$ cat src/rtl/apb_master_bridge.sv
// APB3/APB4 requester: converts a valid/ready request into one APB SETUP/ACCESS transfer
// and returns the outcome (data, slave error, timeout or decode error) on a valid/ready response.
`timescale 1ns/1ps
module apb_master_bridge #(
  parameter int unsigned NO_OF_SLAVES    = 1,
  parameter int unsigned ADDRESS_WIDTH   = 32,
  parameter int unsigned DATA_WIDTH      = 32,
  parameter int unsigned SLAVE_SPAN_LOG2 = 12,
  parameter int unsigned TIMEOUT_CYCLES  = 16
) (
  input  logic                       pclk,
  input  logic                       preset,
  input  logic                       req_valid,
  output logic                       req_ready,
  input  logic                       req_write,
  input  logic [ADDRESS_WIDTH-1:0]   req_addr,
  input  logic [DATA_WIDTH-1:0]      req_wdata,
  input  logic [DATA_WIDTH/8-1:0]    req_strb,
  input  logic [2:0]                 req_prot,
  output logic                       rsp_valid,
  input  logic                       rsp_ready,
  output logic [DATA_WIDTH-1:0]      rsp_rdata,
  output logic                       rsp_slverr,
  output logic                       rsp_timeout,
  output logic                       rsp_decerr,
  output logic [NO_OF_SLAVES-1:0]    pselx,
  output logic                       penable,
  output logic                       pwrite,
  output logic [ADDRESS_WIDTH-1:0]   paddr,
  output logic [DATA_WIDTH-1:0]      pwdata,
  output logic [DATA_WIDTH/8-1:0]    pstrb,
  output logic [2:0]                 pprot,
  input  logic                       pready,
  input  logic [DATA_WIDTH-1:0]      prdata,
  input  logic                       pslverr
);

  localparam int unsigned STRB_WIDTH = DATA_WIDTH / 8;

  localparam logic [1:0] ST_IDLE   = 2'd0;
  localparam logic [1:0] ST_SETUP  = 2'd1;
  localparam logic [1:0] ST_ACCESS = 2'd2;
  localparam logic [1:0] ST_RESP   = 2'd3;

  // Counter value on the last tolerated wait edge; one more pready=0 edge aborts.
  localparam logic [7:0] WAIT_LAST = 8'(TIMEOUT_CYCLES - 1);

  logic [1:0]               r_state;
  logic [1:0]               w_state_next;
  logic                     r_req_ready;
  logic [7:0]               r_wait_cnt;

  logic [NO_OF_SLAVES-1:0]  r_pselx;
  logic                     r_penable;
  logic                     r_pwrite;
  logic [ADDRESS_WIDTH-1:0] r_paddr;
  logic [DATA_WIDTH-1:0]    r_pwdata;
  logic [STRB_WIDTH-1:0]    r_pstrb;
  logic [2:0]               r_pprot;

  logic                     r_rsp_valid;
  logic [DATA_WIDTH-1:0]    r_rsp_rdata;
  logic                     r_rsp_slverr;
  logic                     r_rsp_timeout;
  logic                     r_rsp_decerr;

  logic                     w_accept;
  logic                     w_dec_ok;
  logic                     w_done;
  logic                     w_expire;
  logic                     w_rsp_fire;
  logic [ADDRESS_WIDTH-1:0] w_index;
  logic [NO_OF_SLAVES-1:0]  w_sel;

  // req_ready is registered and only high in IDLE, so it doubles as the IDLE qualifier.
  assign w_accept   = req_valid & r_req_ready;
  assign w_index    = req_addr >> SLAVE_SPAN_LOG2;
  assign w_dec_ok   = (w_index < ADDRESS_WIDTH'(NO_OF_SLAVES));
  assign w_done     = (r_state == ST_ACCESS) & pready;
  assign w_expire   = (r_state == ST_ACCESS) & ~pready & (r_wait_cnt == WAIT_LAST);
  assign w_rsp_fire = r_rsp_valid & rsp_ready;

  always_comb begin
    w_sel = '0;
    for (int unsigned k = 0; k < NO_OF_SLAVES; k++) begin
      w_sel[k] = (w_index == ADDRESS_WIDTH'(k));
    end
  end

  always_comb begin
    w_state_next = r_state;
    case (r_state)
      ST_IDLE: begin
        if (w_accept) begin
          w_state_next = w_dec_ok ? ST_SETUP : ST_RESP;
        end
      end
      ST_SETUP:  w_state_next = ST_ACCESS;
      ST_ACCESS: begin
        if (w_done || w_expire) begin
          w_state_next = ST_RESP;
        end
      end
      ST_RESP: begin
        if (w_rsp_fire) begin
          w_state_next = ST_IDLE;
        end
      end
      default:   w_state_next = ST_IDLE;
    endcase
  end

  always_ff @(posedge pclk or posedge preset) begin
    if (preset) begin
      r_state     <= ST_IDLE;
      r_req_ready <= 1'b0;
      r_wait_cnt  <= '0;
    end else begin
      r_state     <= w_state_next;
      r_req_ready <= (w_state_next == ST_IDLE);
      if (r_state != ST_ACCESS) begin
        r_wait_cnt <= '0;
      end else if (!pready) begin
        r_wait_cnt <= r_wait_cnt + 8'd1;
      end
    end
  end

  // APB outputs keep their last values between transfers; only pselx/penable return to 0.
  always_ff @(posedge pclk or posedge preset) begin
    if (preset) begin
      r_pselx   <= '0;
      r_penable <= 1'b0;
      r_pwrite  <= 1'b0;
      r_paddr   <= '0;
      r_pwdata  <= '0;
      r_pstrb   <= '0;
      r_pprot   <= '0;
    end else begin
      if (w_accept && w_dec_ok) begin
        r_pselx  <= w_sel;
        r_pwrite <= req_write;
        r_paddr  <= req_addr;
        r_pwdata <= req_write ? req_wdata : '0;
        r_pstrb  <= req_write ? req_strb : '0;
        r_pprot  <= req_prot;
      end else if (w_done || w_expire) begin
        r_pselx <= '0;
      end
      if (r_state == ST_SETUP) begin
        r_penable <= 1'b1;
      end else if (w_done || w_expire) begin
        r_penable <= 1'b0;
      end
    end
  end

  always_ff @(posedge pclk or posedge preset) begin
    if (preset) begin
      r_rsp_valid   <= 1'b0;
      r_rsp_rdata   <= '0;
      r_rsp_slverr  <= 1'b0;
      r_rsp_timeout <= 1'b0;
      r_rsp_decerr  <= 1'b0;
    end else if (w_accept && !w_dec_ok) begin
      r_rsp_valid   <= 1'b1;
      r_rsp_rdata   <= '0;
      r_rsp_slverr  <= 1'b1;
      r_rsp_timeout <= 1'b0;
      r_rsp_decerr  <= 1'b1;
    end else if (w_done) begin
      r_rsp_valid   <= 1'b1;
      r_rsp_rdata   <= r_pwrite ? '0 : prdata;
      r_rsp_slverr  <= pslverr;
      r_rsp_timeout <= 1'b0;
      r_rsp_decerr  <= 1'b0;
    end else if (w_expire) begin
      r_rsp_valid   <= 1'b1;
      r_rsp_rdata   <= '0;
      r_rsp_slverr  <= 1'b1;
      r_rsp_timeout <= 1'b1;
      r_rsp_decerr  <= 1'b0;
    end else if (w_rsp_fire) begin
      r_rsp_valid   <= 1'b0;
    end
  end

  assign req_ready   = r_req_ready;
  assign rsp_valid   = r_rsp_valid;
  assign rsp_rdata   = r_rsp_rdata;
  assign rsp_slverr  = r_rsp_slverr;
  assign rsp_timeout = r_rsp_timeout;
  assign rsp_decerr  = r_rsp_decerr;
  assign pselx       = r_pselx;
  assign penable     = r_penable;
  assign pwrite      = r_pwrite;
  assign paddr       = r_paddr;
  assign pwdata      = r_pwdata;
  assign pstrb       = r_pstrb;
  assign pprot       = r_pprot;

endmodule

$ cat config.mk
export PLATFORM = sky130hd
export DESIGN_NAME = apb_master_bridge
export DESIGN_NICKNAME = d
export VERILOG_FILES = /design/src/rtl/apb_master_bridge.sv
export SDC_FILE = /design/constraint.sdc
export NUM_CORES = 1
export LEC_CHECK = 0
export ABC_AREA = 0
export CORE_UTILIZATION = 42
export CTS_CLUSTER_SIZE = 14
export DETAILED_ROUTE_END_ITERATION = 16
export GPL_ROUTABILITY_DRIVEN = 0
export GPL_TIMING_DRIVEN = 0
export MAX_ROUTING_LAYER = met4
export PLACE_DENSITY = 0.83
export SKIP_LAST_GASP = 1
export SLEW_MARGIN = 15
export SYNTH_ARGS = -nofsm -noshare
export SYNTH_HDL_FRONTEND = slang
export SYNTH_SLANG_ARGS = --single-unit
$ cat constraint.sdc
create_clock -name pclk -period 5.5 [get_ports pclk]
set_input_delay 0.825 -clock pclk [delete_from_list [all_inputs] [get_ports pclk]]
set_output_delay 0.825 -clock pclk [all_outputs]
set_load 0.01 [all_outputs]
==> run_results.csv <==
group,metric,value,unit
outcome,outcome,"finished clean",
setup_path,reg2regPathDepth,6,
placement,place_inst,817,
synth,yosys_warnings,0,
synth,muxShareOfSynthArea,0.111,
sta,hold_viol,0,
grt,antenna_found_initial,0,
setup_path,path_cells,"clkdlybuf4s50_1 -> nor4_1 -> nand3_1 -> nor3_1 -> buf_4 -> buf_6 -> mux2_1",
hold_path,holdPathStages,1,
placement,placed_cell_area,0.00736,mm²
power,p_per_area,358,mW/mm²
synth,syn_avg_cell_area,10.9,µm²
synth,synth_fa_ha_area_frac,0.00252,
synth,synth_top_family_by_area,"simple AND/OR/NAND/NOR gates",
route,drt-initial-drc-count,197,
floorplan,ios,221,
clock_tree,root_buffer,"clkbuf_16",
cells_and_area,seqCellArea,0.00303,mm²
synth,synth_compound_area_frac,0.0819,
setup_path,cp_data_arrival_time,2.72,ns
cells_and_area,finalNonFillerCells,848,
sta,slew_violations,0,
synth,synth_cells,455,
clock_tree,ctsResizeCount,0,
grt,grt_pass1_vias,4436,
clock_tree,clockBufferDepth,2,
floorplan,die_x,111,µm
synth,synth_nets,566,
synth,synthXorXnorAreaFrac,0.0124,
clock_tree,cts_hold_buf,0,
grt,grt_max_degree,67,
sta,setup_viol,0,
cells_and_area,multi_input_area,0.00162,mm²
setup_path,critPathKind,"input port to register",
sta,max_freq,410,MHz
cells_and_area,nets,804,
sta,finalClockSkew,0.00789,ns
grt,grt_pass1_wl,22400,µm
grt,grt-ovfl-total,0,
route,detail_route.wl_per_cell,16.1,µm
clock_tree,clock_sinks,121,
route,dr_total_vias,4182,
floorplan,core_area,0.0115,mm²
synth,synthSimpleGateAreaFrac,0.120,
hold_path,hold_class,"register to register",
setup_path,crit_path_end_kind,"register",
clock_tree,cts_htree_levels,4,
synth,seq_area_frac_synth,0.610,
power,p_leak,3.60,nW
grt,track_usage,0.241,
sta,max_slew.worst_pin.slew,0.613,ns
clock_tree,clk_pin_slew,0.05,ns
clock_tree,insertion_delay,0.40,ns
route,vias_per_cell,4.93,
cells_and_area,n_fill_cell,861,
route,routed_wl,13600,µm
route,drcViolationCount,0,
clock_tree,numCtsBuffers,17,
sta,fin_crit,2.44,ns
setup_path,worstPathRequired,5.78,ns
sta,fin_crit_sh,0.443,
route,final_antenna_net_count,0,
setup_path,crit_path_start_kind,"input port",
placement,portBuffers,218,
floorplan,die_h,111,µm
cells_and_area,diodes,0,
clock_tree,tritoncts,"done",
synth,netlist_area,0.00496,mm²
clock_tree,post_cts_buffers,0,
synth,yosys_register_bits,121,
cells_and_area,area_delta_synth_final,59.6,%
sta,grt_setup_unrepaired,"no",
sta,slew_headroom,0.591,
synth,ys_types,36,
power,ir_drop,0.278,mV
route,dr.pass1.iters,4,
cells_and_area,utilization,0.691,
floorplan,rows,39,
cells_and_area,post-route-cell-area,0.00792,mm²
floorplan,start_util,0.433,
floorplan,die-area,0.0123,mm²
setup_path,cp_slowest_cell,"clkdlybuf4s50_1",
placement,dpl.hpwl,10100,µm
cells_and_area,drive_gt1_frac,0.0638,
setup_path,crit_path_max_fanout,10,
setup_path,ff2ff_setup_slack,3.59,ns
flow_run,maxCapViolCount,0,
setup_path,crit_path_max_incr_delay,0.41,ns
[worst paths after layout]
kind | end | from
hold / removal | paddr[10]$_DFFE_PP0P_ | paddr[10]$_DFFE_PP0P_
hold reg to reg | paddr[10]$_DFFE_PP0P_ | paddr[10]$_DFFE_PP0P_
min in group asynchronous | paddr[7]$_DFFE_PP0P_ | preset
setup / recovery | pprot[1]$_DFFE_PP0P_ | req_addr[18]
setup reg to reg | rsp_rdata[15]$_DFFE_PP0P_ | r_wait_cnt[0]$_DFFE_PP0P_
max in group asynchronous | rsp_rdata[1]$_DFFE_PP0P_ | preset
[layer usage]
| metal | vias up | track usage | wire, µm |
|---|---|---|---|
| met5 | - | - | 0 |
| met4 | 0 | 0.0916 | 240 |
| met3 | 21 | 0.0733 | 930 |
| met2 | 167 | 0.398 | 7020 |
| met1 | 2029 | 0.277 | 5460 |
| li1 | 1965 | - | - |
[registers in the layout (all words and copies together), names as in the netlist]
signal / flops
paddr: 32
pwdata: 32
rsp_rdata: 32
r_wait_cnt: 8
pstrb: 4
pprot: 3
r_state: 2
penable: 1
pselx: 1
pwrite: 1
req_ready: 1
rsp_decerr: 1
rsp_slverr: 1
rsp_timeout: 1
rsp_valid: 1
[worst max-delay path, delay by kind of cell]
kind          cells  cell delay, ns
buf+inv           3            0.84
mux               1            0.34
simple gates      3            0.71
[final cells by class]
type / instances / area share
inverters: 39 / 0.0191
plain buffers: 29 / 0.0207
repair buffers: 219 / 0.279
clock buffers: 25 / 0.0664
flip-flops and latches: 121 / 0.382
multi-input cells: 266 / 0.205
well taps: 143 / 0.0226
clock inverters: 6 / 0.00474
[cell usage after synthesis]
| cell type | count | share of area |
|---|---|---|
| a31oi_1 | 2 | 0.0025 |
| nor2_1 | 13 | 0.0098 |
| dfrtp_1 | 121 | 0.61 |
| a21oi_1 | 33 | 0.033 |
| and2_1 | 1 | 0.0013 |
| nand2b_1 | 2 | 0.0025 |
| o31ai_1 | 1 | 0.0015 |
| nor4_1 | 6 | 0.0076 |
| xnor2_1 | 2 | 0.0035 |
| nand2_1 | 72 | 0.054 |
| o21ai_0 | 32 | 0.032 |
| buf_6 | 5 | 0.011 |
| nor3_1 | 3 | 0.0030 |
| a211oi_1 | 1 | 0.0015 |
| nor2b_1 | 22 | 0.028 |
| clkbuf_1 | 20 | 0.015 |
| nand3_1 | 5 | 0.0050 |
| o21a_1 | 1 | 0.0015 |
| buf_2 | 2 | 0.0020 |
| inv_1 | 39 | 0.030 |
| nand4_1 | 1 | 0.0013 |
| a21oi_2 | 1 | 0.0018 |
| mux2_2 | 3 | 0.0068 |
| mux2i_1 | 37 | 0.075 |
| buf_8 | 1 | 0.0030 |
| buf_4 | 1 | 0.0015 |
| and4b_1 | 2 | 0.0040 |
| mux2_1 | 13 | 0.030 |
| o22ai_1 | 1 | 0.0013 |
| o21bai_1 | 1 | 0.0015 |
| a211o_1 | 1 | 0.0018 |
| a21o_1 | 2 | 0.0030 |
| ha_1 | 1 | 0.0025 |
| xor2_1 | 5 | 0.0088 |
| and3_1 | 1 | 0.0013 |
| nand3b_1 | 1 | 0.0015 |
[placed cells by master, fill, tap and decap left out, types with 3 or more instances in the layout]
| cell type | instances |
|---|---|
| o21ai_0 | 32 |
| nand3_1 | 5 |
| inv_1 | 38 |
| xor2_1 | 5 |
| clkbuf_16 | 17 |
| clkbuf_8 | 7 |
| nor4_1 | 6 |
| clkinvlp_4 | 3 |
| clkinv_2 | 3 |
| dfrtp_1 | 121 |
| nor3_1 | 3 |
| clkbuf_1 | 21 |
| nor2b_1 | 22 |
| nor2_1 | 13 |
| mux2_1 | 13 |
| mux2i_1 | 37 |
| clkdlybuf4s50_1 | 218 |
| a21oi_1 | 33 |
| buf_6 | 5 |
| mux2_2 | 3 |
| nand2_1 | 72 |
[power breakdown]
part	total, mW	switching, mW	internal [mW]
Sequential	1.09	0.0702	1.02
Clock	1.03	0.376	0.654
Combinational	0.716	0.348	0.369
[kinds of logic (layout without fill, tap and decap cells)]
family | count (synthesis) | in the layout
AOI/OAI and AO/OA | 76 | 76
muxes | 53 | 53
buffers and inverters | 68 | 318
adders and majority gates | 1 | 1
and+or+nand+nor | 129 | 129
DFF | 121 | 121
xor gates and xnor gates | 7 | 7
[stage by stage]
step	hold WS (ns)	setup slack (ns)	total power, mW	setup TNS, ns
after detailed placement	0.467	2.59	1.81	0
after global placement	0.460	-0.136	1.79	-15.70
after CTS	0.486	3.01	2.86	0
after floorplan	0.498	1.46	1.41	0
final	0.481	3.06	2.84	0
after global routing	0.499	2.94	2.97	0
Note: power is estimated with default switching activity, not from simulation.
